<file path="src/rtl/req_burst_unpacker.sv">
// req_burst_unpacker: buffers packed read/write requests from the arbiter,
// unpacks the header and expands read bursts into per-beat cache requests
// with FIXED / INCR / WRAP address generation. Writes pass through as
// single-beat requests. All req_* outputs come straight from flops.
module req_burst_unpacker #(
    parameter  int ADDR_WIDTH = 32,
    parameter  int DATA_WIDTH = 64,
    parameter  int ID_WIDTH   = 4,
    parameter  int DEPTH      = 8,
    localparam int HDR_WIDTH  = ADDR_WIDTH + ID_WIDTH + 13,
    localparam int STRB_WIDTH = DATA_WIDTH / 8,
    localparam int W_WIDTH    = HDR_WIDTH + DATA_WIDTH + STRB_WIDTH,
    localparam int PTR_W      = $clog2(DEPTH),
    localparam int CNT_W      = PTR_W + 1
) (
    input  logic                  clk,
    input  logic                  rst,
    input  logic [W_WIDTH-1:0]    in_data,
    input  logic                  in_valid,
    input  logic                  in_rw,
    output logic                  in_ready,
    output logic                  req_valid,
    input  logic                  req_ready,
    output logic                  req_rw,
    output logic [ADDR_WIDTH-1:0] req_addr,
    output logic [ID_WIDTH-1:0]   req_id,
    output logic [2:0]            req_size,
    output logic [DATA_WIDTH-1:0] req_data,
    output logic [STRB_WIDTH-1:0] req_strb,
    output logic                  req_last,
    output logic [CNT_W-1:0]      fifo_count
);

    typedef enum logic [0:0] {ST_IDLE = 1'b0, ST_BURST = 1'b1} state_t;

    localparam logic [CNT_W-1:0]      CNT_ONE   = {{(CNT_W-1){1'b0}}, 1'b1};
    localparam logic [CNT_W-1:0]      CNT_ZERO  = {CNT_W{1'b0}};
    localparam logic [CNT_W-1:0]      CNT_FULL  = CNT_W'(DEPTH);
    localparam logic [PTR_W-1:0]      PTR_ONE   = {{(PTR_W-1){1'b0}}, 1'b1};
    localparam logic [ADDR_WIDTH-1:0] ADDR_ONE  = {{(ADDR_WIDTH-1){1'b0}}, 1'b1};

    // Next beat address for a burst; WRAP wraps inside a (len+1)<<size window.
    function automatic logic [ADDR_WIDTH-1:0] next_addr(
        input logic [ADDR_WIDTH-1:0] addr,
        input logic [2:0]            size,
        input logic [1:0]            burst,
        input logic [7:0]            len
    );
        logic [ADDR_WIDTH-1:0] step;
        logic [ADDR_WIDTH-1:0] wrap_mask;
        logic [ADDR_WIDTH-1:0] nxt;
        step      = ADDR_ONE << size;
        wrap_mask = ((({{(ADDR_WIDTH-8){1'b0}}, len}) + ADDR_ONE) << size) - ADDR_ONE;
        case (burst)
            2'b00:   nxt = addr;
            2'b10:   nxt = (addr & ~wrap_mask) | ((addr + step) & wrap_mask);
            default: nxt = addr + step;
        endcase
        return nxt;
    endfunction

    // FIFO storage and bookkeeping
    logic [W_WIDTH:0]        mem_q [DEPTH];
    logic [PTR_W-1:0]        wr_ptr_q, wr_ptr_d, rd_ptr_q, rd_ptr_d;
    logic [CNT_W-1:0]        count_q, count_d;
    logic                    push_s, pop_s, adv_s, drop_s;
    logic                    fifo_nempty_s, out_free_s, fire_s;

    // Output / burst state
    state_t                  state_q, state_d, load_state_s;
    logic [7:0]              beats_left_q, beats_left_d, load_beats_s;
    logic [7:0]              len_q, len_d;
    logic [1:0]              burst_q, burst_d;
    logic                    req_valid_q, req_valid_d, req_rw_q, req_rw_d;
    logic [ADDR_WIDTH-1:0]   req_addr_q, req_addr_d;
    logic [ID_WIDTH-1:0]     req_id_q, req_id_d;
    logic [2:0]              req_size_q, req_size_d;
    logic [DATA_WIDTH-1:0]   req_data_q, req_data_d;
    logic [STRB_WIDTH-1:0]   req_strb_q, req_strb_d;
    logic                    req_last_q, req_last_d;

    // Head-of-FIFO packet fields
    logic [W_WIDTH:0]        head_s;
    logic                    head_rw_s;
    logic [7:0]              head_len_s;
    logic [2:0]              head_size_s;
    logic [1:0]              head_burst_s;
    logic [ID_WIDTH-1:0]     head_id_s;
    logic [ADDR_WIDTH-1:0]   head_addr_s;
    logic [STRB_WIDTH-1:0]   head_strb_s;
    logic [DATA_WIDTH-1:0]   head_data_s;

    assign head_s        = mem_q[rd_ptr_q];
    assign head_rw_s     = head_s[W_WIDTH];
    assign head_len_s    = head_s[7:0];
    assign head_size_s   = head_s[10:8];
    assign head_burst_s  = head_s[12:11];
    assign head_id_s     = head_s[13 +: ID_WIDTH];
    assign head_addr_s   = head_s[13 + ID_WIDTH +: ADDR_WIDTH];
    assign head_strb_s   = head_s[HDR_WIDTH +: STRB_WIDTH];
    assign head_data_s   = head_s[HDR_WIDTH + STRB_WIDTH +: DATA_WIDTH];

    assign load_beats_s  = head_rw_s ? 8'd0 : head_len_s;
    assign load_state_s  = (load_beats_s != 8'd0) ? ST_BURST : ST_IDLE;

    assign in_ready      = (count_q < CNT_FULL);
    assign push_s        = in_valid && in_ready;
    assign fifo_nempty_s = (count_q != CNT_ZERO);
    assign out_free_s    = !req_valid_q || req_ready;
    assign fire_s        = req_valid_q && req_ready;

    // Packet storage; contents need no reset since occupancy is tracked separately
    always_ff @(posedge clk) begin
        if (push_s) begin
            mem_q[wr_ptr_q] <= {in_rw, in_data};
        end
    end

    // FIFO pointer and occupancy update
    always_comb begin
        wr_ptr_d = wr_ptr_q;
        rd_ptr_d = rd_ptr_q;
        count_d  = count_q;
        if (push_s) wr_ptr_d = wr_ptr_q + PTR_ONE;
        else        wr_ptr_d = wr_ptr_q;
        if (pop_s)  rd_ptr_d = rd_ptr_q + PTR_ONE;
        else        rd_ptr_d = rd_ptr_q;
        case ({push_s, pop_s})
            2'b10:   count_d = count_q + CNT_ONE;
            2'b01:   count_d = count_q - CNT_ONE;
            default: count_d = count_q;
        endcase
    end

    // Next-state: pop a new packet, advance the burst, or drop req_valid
    always_comb begin
        state_d = state_q;
        pop_s   = 1'b0;
        adv_s   = 1'b0;
        drop_s  = 1'b0;
        case (state_q)
            ST_IDLE: begin
                if (fifo_nempty_s && out_free_s) begin
                    pop_s   = 1'b1;
                    state_d = load_state_s;
                end else if (out_free_s) begin
                    drop_s  = 1'b1;
                end else begin
                    state_d = ST_IDLE;
                end
            end
            ST_BURST: begin
                if (fire_s && (beats_left_q != 8'd0)) begin
                    adv_s   = 1'b1;
                end else if (fire_s && fifo_nempty_s) begin
                    pop_s   = 1'b1;
                    state_d = load_state_s;
                end else if (fire_s) begin
                    drop_s  = 1'b1;
                    state_d = ST_IDLE;
                end else begin
                    state_d = ST_BURST;
                end
            end
            default: begin
                drop_s  = 1'b1;
                state_d = ST_IDLE;
            end
        endcase
    end

    // Output register next values: load beat 0, step address, or go idle
    always_comb begin
        req_valid_d  = req_valid_q;
        req_rw_d     = req_rw_q;
        req_addr_d   = req_addr_q;
        req_id_d     = req_id_q;
        req_size_d   = req_size_q;
        req_data_d   = req_data_q;
        req_strb_d   = req_strb_q;
        req_last_d   = req_last_q;
        beats_left_d = beats_left_q;
        len_d        = len_q;
        burst_d      = burst_q;
        if (pop_s) begin
            req_valid_d  = 1'b1;
            req_rw_d     = head_rw_s;
            req_addr_d   = head_addr_s;
            req_id_d     = head_id_s;
            req_size_d   = head_size_s;
            req_data_d   = head_rw_s ? head_data_s : {DATA_WIDTH{1'b0}};
            req_strb_d   = head_rw_s ? head_strb_s : {STRB_WIDTH{1'b0}};
            req_last_d   = (load_beats_s == 8'd0);
            beats_left_d = load_beats_s;
            len_d        = head_len_s;
            burst_d      = head_burst_s;
        end else if (adv_s) begin
            req_addr_d   = next_addr(req_addr_q, req_size_q, burst_q, len_q);
            beats_left_d = beats_left_q - 8'd1;
            req_last_d   = (beats_left_q == 8'd1);
        end else if (drop_s) begin
            req_valid_d  = 1'b0;
        end else begin
            req_valid_d  = req_valid_q;
        end
    end

    // State, FIFO and output registers; reset discards everything in flight
    always_ff @(posedge clk or negedge rst) begin
        if (!rst) begin
            state_q      <= ST_IDLE;
            wr_ptr_q     <= {PTR_W{1'b0}};
            rd_ptr_q     <= {PTR_W{1'b0}};
            count_q      <= CNT_ZERO;
            beats_left_q <= 8'd0;
            len_q        <= 8'd0;
            burst_q      <= 2'b00;
            req_valid_q  <= 1'b0;
            req_rw_q     <= 1'b0;
            req_addr_q   <= {ADDR_WIDTH{1'b0}};
            req_id_q     <= {ID_WIDTH{1'b0}};
            req_size_q   <= 3'd0;
            req_data_q   <= {DATA_WIDTH{1'b0}};
            req_strb_q   <= {STRB_WIDTH{1'b0}};
            req_last_q   <= 1'b0;
        end else begin
            state_q      <= state_d;
            wr_ptr_q     <= wr_ptr_d;
            rd_ptr_q     <= rd_ptr_d;
            count_q      <= count_d;
            beats_left_q <= beats_left_d;
            len_q        <= len_d;
            burst_q      <= burst_d;
            req_valid_q  <= req_valid_d;
            req_rw_q     <= req_rw_d;
            req_addr_q   <= req_addr_d;
            req_id_q     <= req_id_d;
            req_size_q   <= req_size_d;
            req_data_q   <= req_data_d;
            req_strb_q   <= req_strb_d;
            req_last_q   <= req_last_d;
        end
    end

    assign req_valid  = req_valid_q;
    assign req_rw     = req_rw_q;
    assign req_addr   = req_addr_q;
    assign req_id     = req_id_q;
    assign req_size   = req_size_q;
    assign req_data   = req_data_q;
    assign req_strb   = req_strb_q;
    assign req_last   = req_last_q;
    assign fifo_count = count_q;

endmodule

</file>
<file path="config.mk">
export PLATFORM = sky130hd
export DESIGN_NAME = req_burst_unpacker
export DESIGN_NICKNAME = d
export VERILOG_FILES = /design/src/rtl/req_burst_unpacker.sv
export SDC_FILE = /design/constraint.sdc
export NUM_CORES = 1
export LEC_CHECK = 0
export ABC_CLOCK_PERIOD_IN_PS = 30600
export CAP_MARGIN = 20
export CORE_MARGIN = 5
export CORE_UTILIZATION = 50
export DETAILED_ROUTE_END_ITERATION = 10
export PLACE_DENSITY = 0.76
export SLEW_MARGIN = 20
export SYNTH_ARGS = -nofsm -noshare
export SYNTH_HDL_FRONTEND = slang
export SYNTH_SLANG_ARGS = --single-unit
</file>
<file path="constraint.sdc">
create_clock -name clk -period 30.6 [get_ports clk]
set_input_delay 9.18 -clock clk [delete_from_list [all_inputs] [get_ports clk]]
set_output_delay 9.18 -clock clk [all_outputs]
set_load 0.03 [all_outputs]
</file>
==> impl_metrics.env <==
export IMPL_htree_levels=3
export IMPL_setup_tns_final_ps=0
export IMPL_synthArstFlopShare=0.128
export IMPL_worstSetupEndpointType="flop"
export IMPL_max_cap_violations=0
export IMPL_final_cell_mix="edfxtp_1, mux4_2, clkdlybuf4s50_1"
export IMPL_ir_worst_vdd_v=0.0000714
export IMPL_finalSetupViolCount=0
export IMPL_required_ps=30890
export IMPL_relSlewSlack=0.247
export IMPL_tightest_slew_ps=1130
export IMPL_fin_util=0.589
export IMPL_clk_latency_ps=690
export IMPL_critPathLaunchType="input pin"
export IMPL_placementRows=109
export IMPL_fillers=6319
export IMPL_grt_antenna_before_repair=18
export IMPL_portBuffers=244
export IMPL_power_uw=4890
export IMPL_timing_hold_ws_ps=477
export IMPL_pin_count=245
export IMPL_root_buffer="clkbuf_16"
export IMPL_post_cts_buffers=0
export IMPL_outcome="complete, no violations"
export IMPL_drt_initial_drc_count=2048
export IMPL_cts_tree="yes"
export IMPL_synthToLayoutAreaGrowth_pct=16.8
export IMPL_r2r_start="rd_ptr_q[1]$_DFFE_PN0P_"
export IMPL_grt_pass1_vias=24207
export IMPL_p_per_area_nw_per_um2=94.0
export IMPL_endpoint="mem_q[7][39]$_DFFE_PP_"
export IMPL_finalCritPeriodShare=0.404
export IMPL_startpoint="in_valid"
export IMPL_layout_commonest_cell="edfxtp_1"
export IMPL_syn_nets=2467
export IMPL_grt_overflow=0
export IMPL_clk_path_buf_depth=3
export IMPL_hpwlAfterDp_um=57800
export IMPL_first_pass_iters=5
export IMPL_drive_gt1_frac=0.188
export IMPL_fmax_ghz=0.0808
export IMPL_grt_max_degree=154
export IMPL_instances_no_fill=3858
export IMPL_initial_core_util=0.504
export IMPL_rr_worst_depth=8
export IMPL_p_leak_uw=0.0170
export IMPL_grt_pass1_wl_um=152000
export IMPL_fin_nets=2733
export IMPL_maxSlewViolCount=0
export IMPL_wl_um=99900
export IMPL_synth_seq_cells=1119
export IMPL_place_congestion=0.830
export IMPL_synth_flop_cell="edfxtp_1"
export IMPL_synth_warnings=0
export IMPL_crit_arrival_ps=12660
export IMPL_post_drt_via_cell_ratio=5.95
export IMPL_final_antenna_net_count=0
export IMPL_die_w_um=308
export IMPL_ys_seq_area_frac=0.739
export IMPL_cp_max_fo=51
export IMPL_synth_cell_types=85
export IMPL_synth_edf_count=976
export IMPL_holdBufCountCts=0
export IMPL_avgRoutedWirePerCell_um=25.9
export IMPL_dieArea_um2=95100
export IMPL_chipHeight_um=308
export IMPL_finalClockSkew_ps=31.5
export IMPL_path_clk_slew_ps=60
export IMPL_r2r_end="state_q$_DFF_PN0_"
export IMPL_dp_cells=3641
export IMPL_vias=22949
export IMPL_grt_use_total=0.212
export IMPL_post_route_drc_count=0
export IMPL_path_class="in2reg"
export IMPL_synth_area_um2=44500
export IMPL_final_hold_viol_count=0
export IMPL_clock_sinks=1119
export IMPL_r2r_slack_ps=26190
export IMPL_numCtsBuffers=109
export IMPL_synth_cells=2321
export IMPL_period_minus_slack_ps=12370
export IMPL_rsz0062_at_grt="no"
export IMPL_min_path_type="reg2reg"
export IMPL_core_region_area_um2=88400
export IMPL_synth_area_per_cell_um2=19.2
export IMPL_cts_resized=0
-- area by class of cell --
type / count / area (um^2) / area share
antenna: 10 / 25.0 / 0.000481
clock buffer: 156 / 3090 / 0.0593
clock inverter: 51 / 614 / 0.0118
inverter: 26 / 97.6 / 0.00188
multi-input combinational: 1044 / 11000 / 0.212
sequential: 1119 / 32900 / 0.633
tap: 1165 / 1460 / 0.0280
timing repair buffer: 287 / 2790 / 0.0537
-- cells in the mapped netlist (4+ instances only) --
cell type | number | area, um^2
edfxtp_1 | 976 | 29300
mux4_2 | 244 | 5500
nand2_1 | 155 | 582
dfrtp_1 | 143 | 3580
mux2i_1 | 102 | 1020
o31ai_1 | 78 | 586
clkbuf_1 | 73 | 274
o21ai_0 | 42 | 210
nor2_1 | 41 | 154
a21oi_1 | 36 | 180
buf_2 | 36 | 180
nor2b_1 | 29 | 181
nand3_1 | 25 | 125
inv_1 | 24 | 90.1
a211oi_1 | 23 | 173
xnor2_1 | 23 | 201
buf_1 | 19 | 71.3
ha_1 | 18 | 225
a31oi_1 | 15 | 93.8
nor3_1 | 15 | 75.1
o211ai_1 | 15 | 113
nand2b_1 | 13 | 81.3
nand4_1 | 13 | 81.3
or3_1 | 11 | 68.8
or4_1 | 11 | 82.6
mux2_2 | 10 | 113
nor4_1 | 8 | 50.1
xor2_1 | 8 | 70.1
and2_1 | 6 | 37.5
and4_1 | 6 | 52.6
o221ai_1 | 6 | 52.6
o311ai_0 | 6 | 52.6
a21o_1 | 5 | 37.5
and3_1 | 4 | 25.0
nand3b_1 | 4 | 30.0
o21a_1 | 4 | 30.0
o21ai_1 | 4 | 20.0
-- critical path: stages --
cell and delay [ps]:
clkdlybuf4s50_1 460, nor2b_1 130, buf_4 200, nand2_1 240, nor2_4 760, buf_4 790, buf_4 810
-- metrics by stage --
step           cell area [um^2]  setup slack [ps]
2_1_floorplan             44500             11940
3_3_place_gp              48300             17430
3_5_place_dp              48300             17460
4_1_cts                   52000             18190
5_1_grt                   52000             18060
6_report                  52000             18230
-- where the power goes --
part	switching, uW	leakage, uW	internal, uW
combinational	853	0.00461	657
sequential	151	0.0106	1870
clock	561	0.00180	798
total	1560	0.0170	3330
-- metal layers --
layer | part of all wire | GRT usage | routed length, um
met1 | 0.41 | 0.294 | 41000
met3 | 0.073 | 0.0482 | 7300
met5 | 0.00085 | 0 | 85
met2 | 0.50 | 0.352 | 49900
met4 | 0.017 | 0.0429 | 1680
-- cells by family (layout without fill, tap and decap cells) --
kind of cell | after synthesis | in the layout | share of synthesized area
compound gates | 273 | 273 | 0.0436
xor+xnor | 32 | 32 | 0.00647
fa+ha+maj | 20 | 20 | 0.00596
buf+inv | 158 | 520 | 0.0148
flops | 1119 | 1119 | 0.739
mux | 356 | 356 | 0.149
other cells | 0 | 10 | 0
simple gates | 363 | 363 | 0.0413
-- worst min path at each step --
stage,from,end,slack [ps],cells after the start
floorplan,beats_left_q[1]$_DFFE_PN0P_,beats_left_q[1]$_DFFE_PN0P_,480,2
global placement,req_data[56]$_DFFE_PN0P_,req_data[56]$_DFFE_PN0P_,460,2
detailed placement,req_data[2]$_DFFE_PN0P_,req_data[2]$_DFFE_PN0P_,470,2
CTS,req_data[2]$_DFFE_PN0P_,req_data[2]$_DFFE_PN0P_,480,2
global route,req_id[3]$_DFFE_PN0P_,req_id[3]$_DFFE_PN0P_,500,2
finish,req_data[2]$_DFFE_PN0P_,req_data[2]$_DFFE_PN0P_,480,2
-- state kept, by name (all words and copies together) (netlist names), named ones only --
signal / flops
beats_left_q: 8
burst_q: 2
fifo_count: 4
len_q: 8
mem_q: 976
rd_ptr_q: 3
req_data: 64
req_id: 4
req_last: 1
req_rw: 1
req_size: 3
req_strb: 8
req_valid: 1
state_q: 1
wr_ptr_q: 3
Power figures use the tool's default switching activity.
